$ cat src/rtl/multicycle_control_if.sv
// Control bundle between the multi-cycle control unit and the IR/datapath:
// instruction fields and memory handshake in, strobes and selects out.
interface multicycle_control_if #(
    parameter int unsigned CNT_W = 32
);
    logic [5:0]       opcode;
    logic [5:0]       funct;
    logic             zero;
    logic             mem_ready;
    logic [2:0]       state;
    logic             pc_write;
    logic             ir_write;
    logic             iord;
    logic             mem_read;
    logic             mem_write;
    logic             reg_write;
    logic [1:0]       reg_dst;
    logic [1:0]       mem_to_reg;
    logic [1:0]       alu_src_a;
    logic [1:0]       alu_src_b;
    logic [1:0]       pc_src;
    logic             ext_op;
    logic             lu_op;
    logic [3:0]       alu_op;
    logic             instr_done;
    logic [CNT_W-1:0] instr_count;
    logic             illegal;
    logic             timeout;

    modport master (
        input  opcode, funct, zero, mem_ready,
        output state, pc_write, ir_write, iord, mem_read, mem_write, reg_write,
               reg_dst, mem_to_reg, alu_src_a, alu_src_b, pc_src,
               ext_op, lu_op, alu_op, instr_done, instr_count, illegal, timeout
    );

    modport slave (
        output opcode, funct, zero, mem_ready,
        input  state, pc_write, ir_write, iord, mem_read, mem_write, reg_write,
               reg_dst, mem_to_reg, alu_src_a, alu_src_b, pc_src,
               ext_op, lu_op, alu_op, instr_done, instr_count, illegal, timeout
    );
endinterface

$ cat src/rtl/multicycle_control.sv
// Multi-cycle MIPS control unit: FETCH/DECODE/EXEC/MEM/WB sequencing with
// memory handshake, illegal/timeout traps and a retired-instruction counter.
module multicycle_control #(
    parameter int unsigned MEM_TIMEOUT = 15,
    parameter int unsigned CNT_W       = 32
) (
    input  logic                 clk,
    input  logic                 reset_n,
    multicycle_control_if.master bus
);
    typedef enum logic [2:0] {
        S_FETCH  = 3'd0,
        S_DECODE = 3'd1,
        S_EXEC   = 3'd2,
        S_MEM    = 3'd3,
        S_WB     = 3'd4,
        S_TRAP   = 3'd5
    } state_t;

    localparam int unsigned WAIT_W = (MEM_TIMEOUT < 2) ? 1 : $clog2(MEM_TIMEOUT);
    localparam logic [WAIT_W-1:0] WAIT_LAST =
        WAIT_W'((MEM_TIMEOUT == 0) ? 0 : MEM_TIMEOUT - 1);

    state_t             r_state;
    logic [WAIT_W-1:0]  r_wait;
    logic [CNT_W-1:0]   r_count;
    logic               r_illegal;
    logic               r_timeout;

    logic w_rtype, w_r_ok, w_shift, w_jr, w_jalr;
    logic w_j, w_jal, w_beq, w_itype, w_lw, w_sw, w_legal;
    logic w_mem_expire;
    logic [3:0] w_alu_dec;

    logic       w_pc_write, w_ir_write, w_iord, w_mem_read, w_mem_write, w_reg_write;
    logic [1:0] w_reg_dst, w_mem_to_reg, w_alu_src_a, w_alu_src_b, w_pc_src;
    logic [3:0] w_alu_op;
    logic       w_done;

    always_comb begin
        w_rtype = (bus.opcode == 6'h00);
        w_r_ok  = bus.funct inside {[6'h20:6'h27], 6'h2a, 6'h2b, 6'h00, 6'h02,
                                    6'h03, 6'h08, 6'h09};
        w_shift = w_rtype && (bus.funct inside {6'h00, 6'h02, 6'h03});
        w_jr    = w_rtype && (bus.funct == 6'h08);
        w_jalr  = w_rtype && (bus.funct == 6'h09);
        w_j     = (bus.opcode == 6'h02);
        w_jal   = (bus.opcode == 6'h03);
        w_beq   = (bus.opcode == 6'h04);
        w_itype = bus.opcode inside {[6'h08:6'h0c], 6'h0f};
        w_lw    = (bus.opcode == 6'h23);
        w_sw    = (bus.opcode == 6'h2b);
        w_legal = (w_rtype && w_r_ok) || w_j || w_jal || w_beq || w_itype || w_lw || w_sw;

        w_alu_dec[3] = bus.opcode[0];
        if (w_rtype)                        w_alu_dec[2:0] = 3'b010;
        else if (w_beq)                     w_alu_dec[2:0] = 3'b001;
        else if (bus.opcode == 6'h0c)       w_alu_dec[2:0] = 3'b100;
        else if (bus.opcode inside {6'h0a, 6'h0b}) w_alu_dec[2:0] = 3'b101;
        else                                w_alu_dec[2:0] = 3'b000;

        // The limit cycle traps only if mem_ready is still low in it
        w_mem_expire = (MEM_TIMEOUT != 0) && !bus.mem_ready && (r_wait == WAIT_LAST);
    end

    always_comb begin
        w_pc_write   = 1'b0;
        w_ir_write   = 1'b0;
        w_iord       = 1'b0;
        w_mem_read   = 1'b0;
        w_mem_write  = 1'b0;
        w_reg_write  = 1'b0;
        w_reg_dst    = '0;
        w_mem_to_reg = '0;
        w_alu_src_a  = '0;
        w_alu_src_b  = '0;
        w_pc_src     = '0;
        w_alu_op     = '0;
        w_done       = 1'b0;
        case (r_state)
            S_FETCH: begin
                w_mem_read = 1'b1;
                if (bus.mem_ready) begin
                    w_ir_write  = 1'b1;
                    w_pc_write  = 1'b1;
                    w_alu_src_b = 2'b01;
                end
            end
            S_DECODE: begin
                w_alu_src_b = 2'b11;
                if (w_j || w_jal) begin
                    w_pc_write = 1'b1;
                    w_pc_src   = 2'b01;
                    w_done     = 1'b1;
                    if (w_jal) begin
                        w_reg_write  = 1'b1;
                        w_reg_dst    = 2'b10;
                        w_mem_to_reg = 2'b10;
                    end
                end
            end
            S_EXEC: begin
                if (w_lw || w_sw) begin
                    w_alu_src_a = 2'b01;
                    w_alu_src_b = 2'b10;
                end else begin
                    w_alu_op = w_alu_dec;
                    if (w_beq) begin
                        w_alu_src_a = 2'b01;
                        w_done      = 1'b1;
                        if (bus.zero) begin
                            w_pc_write = 1'b1;
                            w_pc_src   = 2'b10;
                        end
                    end else if (w_jr || w_jalr) begin
                        w_pc_write = 1'b1;
                        w_pc_src   = 2'b11;
                        w_done     = 1'b1;
                        if (w_jalr) begin
                            w_reg_write  = 1'b1;
                            w_reg_dst    = 2'b01;
                            w_mem_to_reg = 2'b10;
                        end
                    end else if (w_rtype) begin
                        w_alu_src_a = w_shift ? 2'b10 : 2'b01;
                    end else begin
                        w_alu_src_a = 2'b01;
                        w_alu_src_b = 2'b10;
                    end
                end
            end
            S_MEM: begin
                w_iord      = 1'b1;
                w_mem_read  = w_lw;
                w_mem_write = w_sw;
                w_done      = w_sw && bus.mem_ready;
            end
            S_WB: begin
                w_reg_write = 1'b1;
                w_done      = 1'b1;
                if (w_lw)         w_mem_to_reg = 2'b01;
                else if (w_rtype) w_reg_dst    = 2'b01;
            end
            default: ;
        endcase
    end

    always_ff @(posedge clk or negedge reset_n) begin
        if (!reset_n) begin
            r_state   <= S_FETCH;
            r_wait    <= '0;
            r_count   <= '0;
            r_illegal <= 1'b0;
            r_timeout <= 1'b0;
        end else begin
            // Wait counter restarts whenever FETCH/MEM is (re)entered
            r_wait <= '0;
            if (w_done) r_count <= r_count + CNT_W'(1);
            case (r_state)
                S_FETCH: begin
                    if (bus.mem_ready) begin
                        r_state <= S_DECODE;
                    end else if (w_mem_expire) begin
                        r_state   <= S_TRAP;
                        r_timeout <= 1'b1;
                    end else begin
                        r_wait <= r_wait + WAIT_W'(1);
                    end
                end
                S_DECODE: begin
                    if (!w_legal) begin
                        r_state   <= S_TRAP;
                        r_illegal <= 1'b1;
                    end else if (w_j || w_jal) begin
                        r_state <= S_FETCH;
                    end else begin
                        r_state <= S_EXEC;
                    end
                end
                S_EXEC: begin
                    if (w_lw || w_sw)                r_state <= S_MEM;
                    else if (w_beq || w_jr || w_jalr) r_state <= S_FETCH;
                    else                             r_state <= S_WB;
                end
                S_MEM: begin
                    if (bus.mem_ready) begin
                        r_state <= w_lw ? S_WB : S_FETCH;
                    end else if (w_mem_expire) begin
                        r_state   <= S_TRAP;
                        r_timeout <= 1'b1;
                    end else begin
                        r_wait <= r_wait + WAIT_W'(1);
                    end
                end
                S_WB:    r_state <= S_FETCH;
                S_TRAP:  r_state <= S_TRAP;
                default: r_state <= S_TRAP;
            endcase
        end
    end

    // Strobes drop combinationally with reset so an aborted access never leaks
    assign bus.pc_write    = reset_n & w_pc_write;
    assign bus.ir_write    = reset_n & w_ir_write;
    assign bus.iord        = reset_n & w_iord;
    assign bus.mem_read    = reset_n & w_mem_read;
    assign bus.mem_write   = reset_n & w_mem_write;
    assign bus.reg_write   = reset_n & w_reg_write;
    assign bus.instr_done  = reset_n & w_done;
    assign bus.reg_dst     = {2{reset_n}} & w_reg_dst;
    assign bus.mem_to_reg  = {2{reset_n}} & w_mem_to_reg;
    assign bus.alu_src_a   = {2{reset_n}} & w_alu_src_a;
    assign bus.alu_src_b   = {2{reset_n}} & w_alu_src_b;
    assign bus.pc_src      = {2{reset_n}} & w_pc_src;
    assign bus.alu_op      = {4{reset_n}} & w_alu_op;
    assign bus.ext_op      = (bus.opcode != 6'h0c);
    assign bus.lu_op       = (bus.opcode == 6'h0f);
    assign bus.state       = r_state;
    assign bus.instr_count = r_count;
    assign bus.illegal     = r_illegal;
    assign bus.timeout     = r_timeout;
endmodule

$ cat src/flat_wrapper.sv
// flat-port wrapper written by rule: the top's interface ports become plain ports
module multicycle_control_flat 
#(
    parameter int unsigned MEM_TIMEOUT = 15,
    parameter int unsigned CNT_W       = 32
)
  (clk, reset_n, bus_opcode, bus_funct, bus_zero, bus_mem_ready, bus_state, bus_pc_write, bus_ir_write, bus_iord, bus_mem_read, bus_mem_write, bus_reg_write, bus_reg_dst, bus_mem_to_reg, bus_alu_src_a, bus_alu_src_b, bus_pc_src, bus_ext_op, bus_lu_op, bus_alu_op, bus_instr_done, bus_instr_count, bus_illegal, bus_timeout);
  multicycle_control_if #(.CNT_W(CNT_W)) bus_i ();
  input  logic clk;
  input  logic reset_n;
  input wire logic [$bits(bus_i.opcode)-1:0] bus_opcode;
  input wire logic [$bits(bus_i.funct)-1:0] bus_funct;
  input wire logic [$bits(bus_i.zero)-1:0] bus_zero;
  input wire logic [$bits(bus_i.mem_ready)-1:0] bus_mem_ready;
  output wire logic [$bits(bus_i.state)-1:0] bus_state;
  output wire logic [$bits(bus_i.pc_write)-1:0] bus_pc_write;
  output wire logic [$bits(bus_i.ir_write)-1:0] bus_ir_write;
  output wire logic [$bits(bus_i.iord)-1:0] bus_iord;
  output wire logic [$bits(bus_i.mem_read)-1:0] bus_mem_read;
  output wire logic [$bits(bus_i.mem_write)-1:0] bus_mem_write;
  output wire logic [$bits(bus_i.reg_write)-1:0] bus_reg_write;
  output wire logic [$bits(bus_i.reg_dst)-1:0] bus_reg_dst;
  output wire logic [$bits(bus_i.mem_to_reg)-1:0] bus_mem_to_reg;
  output wire logic [$bits(bus_i.alu_src_a)-1:0] bus_alu_src_a;
  output wire logic [$bits(bus_i.alu_src_b)-1:0] bus_alu_src_b;
  output wire logic [$bits(bus_i.pc_src)-1:0] bus_pc_src;
  output wire logic [$bits(bus_i.ext_op)-1:0] bus_ext_op;
  output wire logic [$bits(bus_i.lu_op)-1:0] bus_lu_op;
  output wire logic [$bits(bus_i.alu_op)-1:0] bus_alu_op;
  output wire logic [$bits(bus_i.instr_done)-1:0] bus_instr_done;
  output wire logic [$bits(bus_i.instr_count)-1:0] bus_instr_count;
  output wire logic [$bits(bus_i.illegal)-1:0] bus_illegal;
  output wire logic [$bits(bus_i.timeout)-1:0] bus_timeout;
  assign bus_i.opcode = bus_opcode;
  assign bus_i.funct = bus_funct;
  assign bus_i.zero = bus_zero;
  assign bus_i.mem_ready = bus_mem_ready;
  assign bus_state = bus_i.state;
  assign bus_pc_write = bus_i.pc_write;
  assign bus_ir_write = bus_i.ir_write;
  assign bus_iord = bus_i.iord;
  assign bus_mem_read = bus_i.mem_read;
  assign bus_mem_write = bus_i.mem_write;
  assign bus_reg_write = bus_i.reg_write;
  assign bus_reg_dst = bus_i.reg_dst;
  assign bus_mem_to_reg = bus_i.mem_to_reg;
  assign bus_alu_src_a = bus_i.alu_src_a;
  assign bus_alu_src_b = bus_i.alu_src_b;
  assign bus_pc_src = bus_i.pc_src;
  assign bus_ext_op = bus_i.ext_op;
  assign bus_lu_op = bus_i.lu_op;
  assign bus_alu_op = bus_i.alu_op;
  assign bus_instr_done = bus_i.instr_done;
  assign bus_instr_count = bus_i.instr_count;
  assign bus_illegal = bus_i.illegal;
  assign bus_timeout = bus_i.timeout;
  multicycle_control #(.MEM_TIMEOUT(MEM_TIMEOUT), .CNT_W(CNT_W)) u_core (.clk(clk), .reset_n(reset_n), .bus(bus_i));
endmodule
$ cat config.mk
export PLATFORM = sky130hd
export DESIGN_NAME = multicycle_control_flat
export DESIGN_NICKNAME = d
export VERILOG_FILES = /design/src/rtl/multicycle_control_if.sv /design/src/rtl/multicycle_control.sv /design/src/flat_wrapper.sv
export SDC_FILE = /design/constraint.sdc
export NUM_CORES = 1
export LEC_CHECK = 0
export ABC_AREA = 1
export CAP_MARGIN = 20
export CORE_AREA = 2 2 107 109
export DETAILED_ROUTE_END_ITERATION = 16
export DIE_AREA = 0 0 109 111
export GPL_TIMING_DRIVEN = 0
export MAX_ROUTING_LAYER = met4
export SKIP_CTS_REPAIR_TIMING = 1
export SLEW_MARGIN = 30
export SYNTH_ARGS = -nofsm -noshare
export SYNTH_HDL_FRONTEND = slang
export SYNTH_SLANG_ARGS = --single-unit
export TNS_END_PERCENT = 1
$ cat constraint.sdc
create_clock -name clk -period 2.08 [get_ports clk]
set_input_delay 0.416 -clock clk [delete_from_list [all_inputs] [get_ports clk]]
set_output_delay 0.416 -clock clk [all_outputs]
set_load 0.03 [all_outputs]
After elaboration in Yosys (flattened, before gate mapping):

Cells that the tools add are included.

* flip-flop bits (word level): 41
* input port bits: 16
* output and inout bits: 60
* logic and storage cells: 149

* $add $sub $neg: 2
* $lt $le $gt $ge: 4
* equal/unequal tests: 21
* mux-type cells: 72
* bitwise operators: 15
* reductions and logical operators: 30

Operator list (number)
* 2-bit two-way mux: 25
* 6-bit by 4-bit equality test with 1-bit output, second input constant: 6
* 3-bit two-way mux: 11
* 32-bit by 1-bit adder with 32-bit output, second input constant: 1
* 6-bit by 2-bit equality test with 1-bit output, second input constant: 4
* 6-bit equality test, second input constant: 4
* 1-bit two-way mux: 22
* 4-bit two-way mux: 5
* 2-bit case mux with 3 select lines: 3
* 3-bit case mux with 5 select lines: 1
* 6-bit zero test: 2
* 1-bit logical OR: 11
* 2-bit AND: 5
* 1-bit logical AND: 8
* 8-bit nonzero test: 1
* 1-bit AND: 7
* 3-bit by 2-bit equality test with 1-bit output, second input constant: 2
* 6-bit by 3-bit equality test with 1-bit output, second input constant: 1
* 6-bit by 4-bit greater-or-equal comparator with 1-bit output, second input constant: 1
* 6-bit greater-or-equal comparator, second input constant: 1
* 6-bit by 4-bit less-or-equal comparator with 1-bit output, second input constant: 1
* 6-bit less-or-equal comparator, second input constant: 1
* 6-bit by 4-bit inequality test with 1-bit output, second input constant: 1
* 1-bit case mux with 3 select lines: 2
* 16 further kinds: 18

Depth between registers and ports, before layout:

Gate-level depths: netlist of the first run.

* depth after elaboration: 12
* gate-level depth with buffers: 10

Worst setup path before layout of the first run:

OpenSTA, ideal clock, no wires.

* kind: register to output
* from: register u_core.r_state[1] (netlist: u_core.bus.state[1])
* to: output bus_alu_op[0]
* arrival: 1.805 ns
* setup slack: -0.141 ns
* cell stages (with the launch flop): 5
* cell sequence: dfrtp_1 > inv_2 > nor3_4 > inv_1 > a211oi_1

* longest elaborated chain between the ends: 3

RTL lines
* from (decl): RTL line multicycle_control.sv:24 `state_t r_state;`
* from (signal assigned): RTL line multicycle_control.sv:187 `r_state <= w_lw ? S_WB : S_FETCH;`
* 3-bit by 2-bit equality test with 1-bit output: RTL line multicycle_control.sv:80 `case (r_state)`
* 4-bit two-way mux: RTL line multicycle_control.sv:80
* 4-bit AND: RTL line multicycle_control.sv:215 `assign bus.alu_op = {4{reset_n}} & w_alu_op;`
* to (decl): RTL line flat_wrapper.sv:29 `output wire logic [$bits(bus_i.alu_op)-1:0] bus_alu_op;`

Every way passes these cells.

Worst setup path after layout of the first run:

* from: register u_core.r_state[1] (netlist: u_core.bus.state[1])
* to: output bus_pc_write

* longest elaborated chain between the ends: 3

RTL lines
* 3-bit by 2-bit equality test with 1-bit output, or another cell as far along: RTL line multicycle_control.sv:80
* 1-bit case mux with 3 select lines (*): RTL line multicycle_control.sv:80
* 1-bit AND (*): RTL line multicycle_control.sv:203 `assign bus.pc_write = reset_n & w_pc_write;`
* to (decl): RTL line flat_wrapper.sv:16 `output wire logic [$bits(bus_i.pc_write)-1:0] bus_pc_write;`

Mark *: on every way between the ends. The rest lies on a longest branch, timed or not.

==> flow_metrics.env, run 1 <==
export IMPL_p_leak_nw=2.24
export IMPL_ant_nets=0
export IMPL_clk_latency_ps=290
export IMPL_antenna_cells=0
export IMPL_hold_violations=35
export IMPL_synth_xor_area_frac=0.0355
export IMPL_ys_types=30
export IMPL_avgSynthCellArea_um2=6.12
export IMPL_finalClockSkew_ps=6.55
export IMPL_dieArea_um2=12100
export IMPL_synthFlopType="dfrtp_1"
export IMPL_power_density_nw_per_um2=746
export IMPL_drive_above_1_share=0.175
export IMPL_stdcell_count=767
export IMPL_gp_congestion=0.918
export IMPL_min_period_ps=2120
export IMPL_std_cell_rows=39
export IMPL_initial_core_util=0.289
export IMPL_hp_class="input port to async pin"
export IMPL_whs_ps=-16.3
export IMPL_crit_top_cell="buf_6"
export IMPL_worstPathMaxFanout=4
export IMPL_cp_slowest_cell="dfrtp_2"
export IMPL_cp_arrival_ps=1710
export IMPL_synthMuxAreaShare=0
export IMPL_antenna_found_initial=0
export IMPL_fin_setup_tns_ps=-113
export IMPL_setup_ws_ps=-42.4
export IMPL_synth_simple_area_share=0.510
export IMPL_cts_sinks=41
export IMPL_slew_viol_final=0
export IMPL_synth_top_family_by_area="simple AND/OR/NAND/NOR gates"
export IMPL_async_reset_ff_frac=1.00
export IMPL_tritoncts="built"
export IMPL_yosysSeqAreaShare=0.320
export IMPL_syn_area_um2=3200
export IMPL_grt_pass1_vias=3317
export IMPL_setup_viol=6
export IMPL_fin_crit_sh=1.02
export IMPL_final_util=0.420
export IMPL_ys_warn_count=0
export IMPL_cts_buffers=5
export IMPL_endpoint_kind="output port"
export IMPL_clock_path_buffers=2
export IMPL_hpwl_mm=7.54
export IMPL_syn_inst=524
export IMPL_critPathTopFamily="buffers and inverters"
export IMPL_h_tree_depth=2
export IMPL_ios=76
export IMPL_status="finished with violations"
export IMPL_n_fill_cell=1178
export IMPL_clockRootBuffer="clkbuf_16"
export IMPL_grt_start_max_net_pins=47
export IMPL_rsz0062_at_grt="yes"
export IMPL_clkTransAtPathRegs_ps=60
export IMPL_placedCellCount=742
export IMPL_path_buf_inv=4
export IMPL_routedWlPerCell_um=13.3
export IMPL_dieHeight_um=111
export IMPL_grt_pass1_wl_mm=16.0
export IMPL_grt_overflow_total=0
export IMPL_fmax_ghz=0.471
export IMPL_synth_compound_area_frac=0.0410
export IMPL_fp_dieW_um=109
export IMPL_fp_coreArea_um2=11100
export IMPL_drv_cap=0
export IMPL_syn_to_final_growth_pct=45.3
export IMPL_worst_pin_slew_ps=346
export IMPL_startpoint_type="register"
export IMPL_crit_type="register to output port"
export IMPL_synth_edf_count=0
export IMPL_port_buffers=75
export IMPL_synth_net_count=543
export IMPL_crit_chain="inv_4 -> nor3_4 -> buf_6 -> buf_6 -> nand3_4 -> a21oi_2 -> buf_6"
export IMPL_vias=3665
export IMPL_ys_ff_latch=41
export IMPL_post_drt_via_cell_ratio=4.78
export IMPL_drc_errors=0
export IMPL_dr_pass1_iters=5
export IMPL_routed_wl_mm=10.2
export IMPL_peakVddDrop_mv=0.395
export IMPL_first_iter_violations=176
export IMPL_max_stage_delay_ps=440
export IMPL_synthAdderAreaFrac=0.0117
export IMPL_fin_nets=642
export IMPL_relSlewSlack=0.769
export IMPL_track_usage=0.169
export IMPL_violations="hold timing, setup timing"
export IMPL_pre_cts_ws_ps=-1160
export IMPL_required_ps=1660
## area by class of cell
| cell class | count | area [um2] | share of cell area |
|---|---|---|---|
| clock buffers | 5 | 125 | 0.0269 |
| flip-flops and latches | 41 | 1030 | 0.221 |
| repair buffers | 94 | 906 | 0.195 |
| clock inverters | 3 | 65.1 | 0.0140 |
| well taps | 143 | 179 | 0.0384 |
| inverters | 50 | 193 | 0.0414 |
| plain buffers | 8 | 63.8 | 0.0137 |
| multi-input cells | 423 | 2090 | 0.450 |
## flip-flops by register name (all words and copies together) (netlist names)
name / flops
u_core.bus.timeout: 1
u_core.bus.instr_count: 32
u_core.bus.state: 3
u_core.bus.illegal: 1
u_core.r_wait: 4
## cells by family after synthesis
group | Yosys count
AO/OA/AOI/OAI | 24
XOR/XNOR | 13
adder cells (fa/ha/maj) | 3
buffers and inverters | 60
flip-flops | 41
AND/OR/NAND/NOR | 383
## placed cells by master, fill, tap and decap left out, drive strengths merged, types with 2 or more instances in the layout
cell,n
xnor2,7
nand4,4
dfrtp,41
dlymetal6s2s,15
o21ai,7
nor3,4
clkdlybuf4s50,38
a211oi,2
nand3,73
bufinv,2
nor2,90
nand2,210
a21oi,12
xor2,6
buf,40
ha,3
clkbuf,14
inv,50
## routing by layer
metal	vias up	global-route usage	part of all wire
li1	1847	-	-
met1	1669	0.217	0.44
met2	130	0.274	0.48
met3	19	0.0276	0.057
met4	0	0.0470	0.022
met5	-	-	0
## report_power, final
group	internal, mW	switching (mW)	total, mW
Clock	0.686	0.325	1.01
Sequential	0.872	0.133	1.01
Combinational	0.559	0.898	1.46
Total	2.12	1.36	3.47
## synthesized netlist by cell type (2+ instances only)
master | number | area share
inv_2 | 5 | 0.0059
a21oi_1 | 12 | 0.019
nor3_1 | 3 | 0.0047
nand2_4 | 2 | 0.0070
a211oi_1 | 2 | 0.0047
ha_1 | 3 | 0.012
nor2_4 | 3 | 0.011
nand4_1 | 4 | 0.0078
buf_4 | 3 | 0.0070
nand3_1 | 72 | 0.11
xnor2_1 | 7 | 0.019
xor2_1 | 6 | 0.016
nor2_2 | 2 | 0.0039
o21ai_0 | 7 | 0.011
buf_6 | 3 | 0.011
inv_1 | 45 | 0.053
nand2_2 | 3 | 0.0059
buf_2 | 3 | 0.0047
dfrtp_1 | 41 | 0.32
nor2_1 | 84 | 0.098
nand2_1 | 205 | 0.24
## per-stage QoR
step                power (mW)  instance area, um2
finish                    3.47                4650
global route              3.66                4650
detailed placement        2.27                4130
global placement          2.26                4130
CTS                       3.28                4320
floorplan                 1.81                3200
## worst paths after layout
check | slack, ps | cells past startpoint | end | from
max | -40 | 7 | bus_pc_write | u_core.bus.state[1]$_DFF_PN0_
min in group clk | 470 | 1 | u_core.bus.timeout$_DFFE_PN0P_ | u_core.bus.timeout$_DFFE_PN0P_
min | -20 | 1 | u_core.bus.instr_count[4]$_DFFE_PN0P_ | reset_n
min reg2reg | 470 | 1 | u_core.bus.timeout$_DFFE_PN0P_ | u_core.bus.timeout$_DFFE_PN0P_
max reg2reg | 210 | 10 | u_core.bus.instr_count[26]$_DFFE_PN0P_ | u_core.bus.instr_count[0]$_DFFE_PN0P_
max in group asynchronous | 1860 | 1 | u_core.bus.state[0]$_DFF_PN0_ | reset_n
## worst reg2reg max path, cell delays in order (launching register included)
cell and delay (ps):
dfrtp_1 470, ha_2 290, nand3_1 220, inv_1 160, nand2_1 140, nor2_2 200, nand2_1 70, nand2_1 60
nand2_1 50, nand2_1 50, nand2_1 50
No activity file was read; power rests on OpenSTA's default activity.
==> inputs of run 2 (changes only) <==
--- a/config.mk
+++ b/config.mk
@@ -6,7 +6,6 @@
 export NUM_CORES = 1
 export LEC_CHECK = 0
 export ABC_AREA = 1
-export CAP_MARGIN = 20
 export CORE_AREA = 2 2 107 109
 export DETAILED_ROUTE_END_ITERATION = 16
 export DIE_AREA = 0 0 109 111
==> results of run 2 <==
Final layout, timing and power as in run 1 (identical DEF).
==> inputs of run 3 (changes only) <==
--- a/config.mk
+++ b/config.mk
@@ -16,4 +16,4 @@
 export SYNTH_ARGS = -nofsm -noshare
 export SYNTH_HDL_FRONTEND = slang
 export SYNTH_SLANG_ARGS = --single-unit
-export TNS_END_PERCENT = 1
+export TNS_END_PERCENT = 30
==> flow_metrics.env, run 3 (synthesized netlist as in run 1, its figures left out) <==
export IMPL_status="finished with violations"
export IMPL_violations="setup timing"
export IMPL_layout_common_cells="nand2_1, nor2_1, nand3_1"
export IMPL_clk_latency_ps=280
export IMPL_fin_crit_sh=1.02
export IMPL_fmax_ghz=0.473
export IMPL_final_common_cell="nand2_1"
export IMPL_track_usage=0.169
export IMPL_grt_pass1_vias=3317
export IMPL_pwr_share_comb=0.421
export IMPL_stdcell_count=770
export IMPL_relSlewSlack=0.685
export IMPL_vias=3638
export IMPL_p_int_mw=2.12
export IMPL_grt_start_max_net_pins=47
export IMPL_use_met1=0.217
export IMPL_gp_congestion=0.918
export IMPL_hold_violations=0
export IMPL_slew_viol_final=0
export IMPL_tritoncts="built"
export IMPL_grt_overflow_total=0
export IMPL_top_usage_layer="met2"
export IMPL_finalClockSkew_ps=5.25
export IMPL_antenna_found_initial=0
export IMPL_initial_core_util=0.289
export IMPL_timing_rr_start="u_core.bus.instr_count[0]$_DFFE_PN0P_"
export IMPL_rsz0062_at_grt="yes"
export IMPL_ios=76
export IMPL_worstPathMaxFanout=4
export IMPL_crit_type="register to output port"
export IMPL_met2_usage=0.274
export IMPL_hpwl_mm=7.54
export IMPL_globalRouteMet3Util=0.0276
export IMPL_antenna_cells=0
export IMPL_syn_to_final_growth_pct=46.4
export IMPL_dieHeight_um=111
export IMPL_n_fill_cell=1176
export IMPL_fp_coreArea_um2=11100
export IMPL_startpoint_type="register"
export IMPL_p_leak_nw=2.24
export IMPL_place_area_um2=4130
export IMPL_port_buffers=75
export IMPL_setup_ws_ps=-36.0
export IMPL_peakVddDrop_mv=0.393
export IMPL_cts_sinks=41
export IMPL_fp_dieW_um=109
export IMPL_min_period_ps=2120
export IMPL_multi_input_area_um2=2100
export IMPL_largest_reg_flops=32
export IMPL_drc_errors=0
export IMPL_clockRootBuffer="clkbuf_16"
export IMPL_worst_pin_slew_ps=471
export IMPL_clock_path_buffers=2
export IMPL_critical_path_startpoint="u_core.bus.state[1]$_DFF_PN0_"
export IMPL_dieArea_um2=12100
export IMPL_routedWlPerCell_um=13.2
export IMPL_fin_nets=645
export IMPL_r2r_slack_ps=210
export IMPL_first_iter_violations=159
export IMPL_std_cell_rows=39
export IMPL_seq_power_share=0.289
export IMPL_power_density_nw_per_um2=740
export IMPL_fin_setup_tns_ps=-64.2
export IMPL_drive_above_1_share=0.182
export IMPL_post_drt_via_cell_ratio=4.72
export IMPL_grt_pass1_wl_mm=16.0
export IMPL_cp_arrival_ps=1700
export IMPL_clkTransAtPathRegs_ps=60
export IMPL_power_net_switching_mw=1.35
export IMPL_required_ps=1660
export IMPL_p_clk_frac=0.290
export IMPL_hp_class="input port to async pin"
export IMPL_p_sw_frac=0.389
export IMPL_drv_cap=0
export IMPL_routed_wl_mm=10.1
export IMPL_seq_area_um2=1030
export IMPL_h_tree_depth=2
export IMPL_setup_viol=3
export IMPL_ant_nets=0
export IMPL_placedCellCount=742
export IMPL_cts_buffers=5
export IMPL_endpoint_kind="output port"
export IMPL_design_area_um2=4690
export IMPL_dr_pass1_iters=4
## run 3: through the flow
step,hold slack [ps],total power [mW],setup WS [ps],util
final,81.2,3.47,-36.0,0.423
after global routing,87.9,3.66,-118,0.423
after detailed placement,453,2.27,-1160,0.373
after CTS,162,3.28,-1180,0.390
after global placement,464,2.26,-2400,0.373
after floorplan,120,1.81,-141,-
## run 3: worst paths after layout
path / endpoint / depth (start not counted)
min reg2reg: u_core.bus.timeout$_DFFE_PN0P_ / 1
max: bus_pc_write / 7
max reg2reg: u_core.bus.instr_count[26]$_DFFE_PN0P_ / 10
max in group asynchronous: u_core.bus.instr_count[10]$_DFFE_PN0P_ / 2
min in group clk: u_core.bus.timeout$_DFFE_PN0P_ / 1
min: u_core.bus.instr_count[0]$_DFFE_PN0P_ / 2
## run 3: power by group through the flow
stage / registers (mW) / logic, mW / clock network [mW]
CTS: 0.993 / 1.27 / 1.02
floorplan: 1.10 / 0.717 / 0
global placement: 1.00 / 1.26 / 0
global route: 1.02 / 1.58 / 1.06
detailed placement: 1.01 / 1.26 / 0
finish: 1.00 / 1.46 / 1.01
## run 3: critical path, cell delays in order, from the launching register on
cell and delay (ps):
dfrtp_2 440, inv_4 60, nor3_4 240, buf_6 150
buf_6 120, nand3_4 80, a21oi_2 160, buf_6 150
## run 3: routing by layer
| metal | share of wire | vias up |
|---|---|---|
| met5 | 0 | - |
| met2 | 0.48 | 106 |
| met3 | 0.052 | 16 |
| met4 | 0.020 | 0 |
| li1 | - | 1850 |
| met1 | 0.45 | 1666 |
## run 3: layout make-up
type | instances | area share
clock buffer | 5 | 0.0267
inverter | 50 | 0.0411
timing repair buffer | 97 | 0.199
tap | 143 | 0.0381
sequential | 41 | 0.220
buffer | 8 | 0.0136
clock inverter | 3 | 0.0139
multi-input combinational | 423 | 0.448
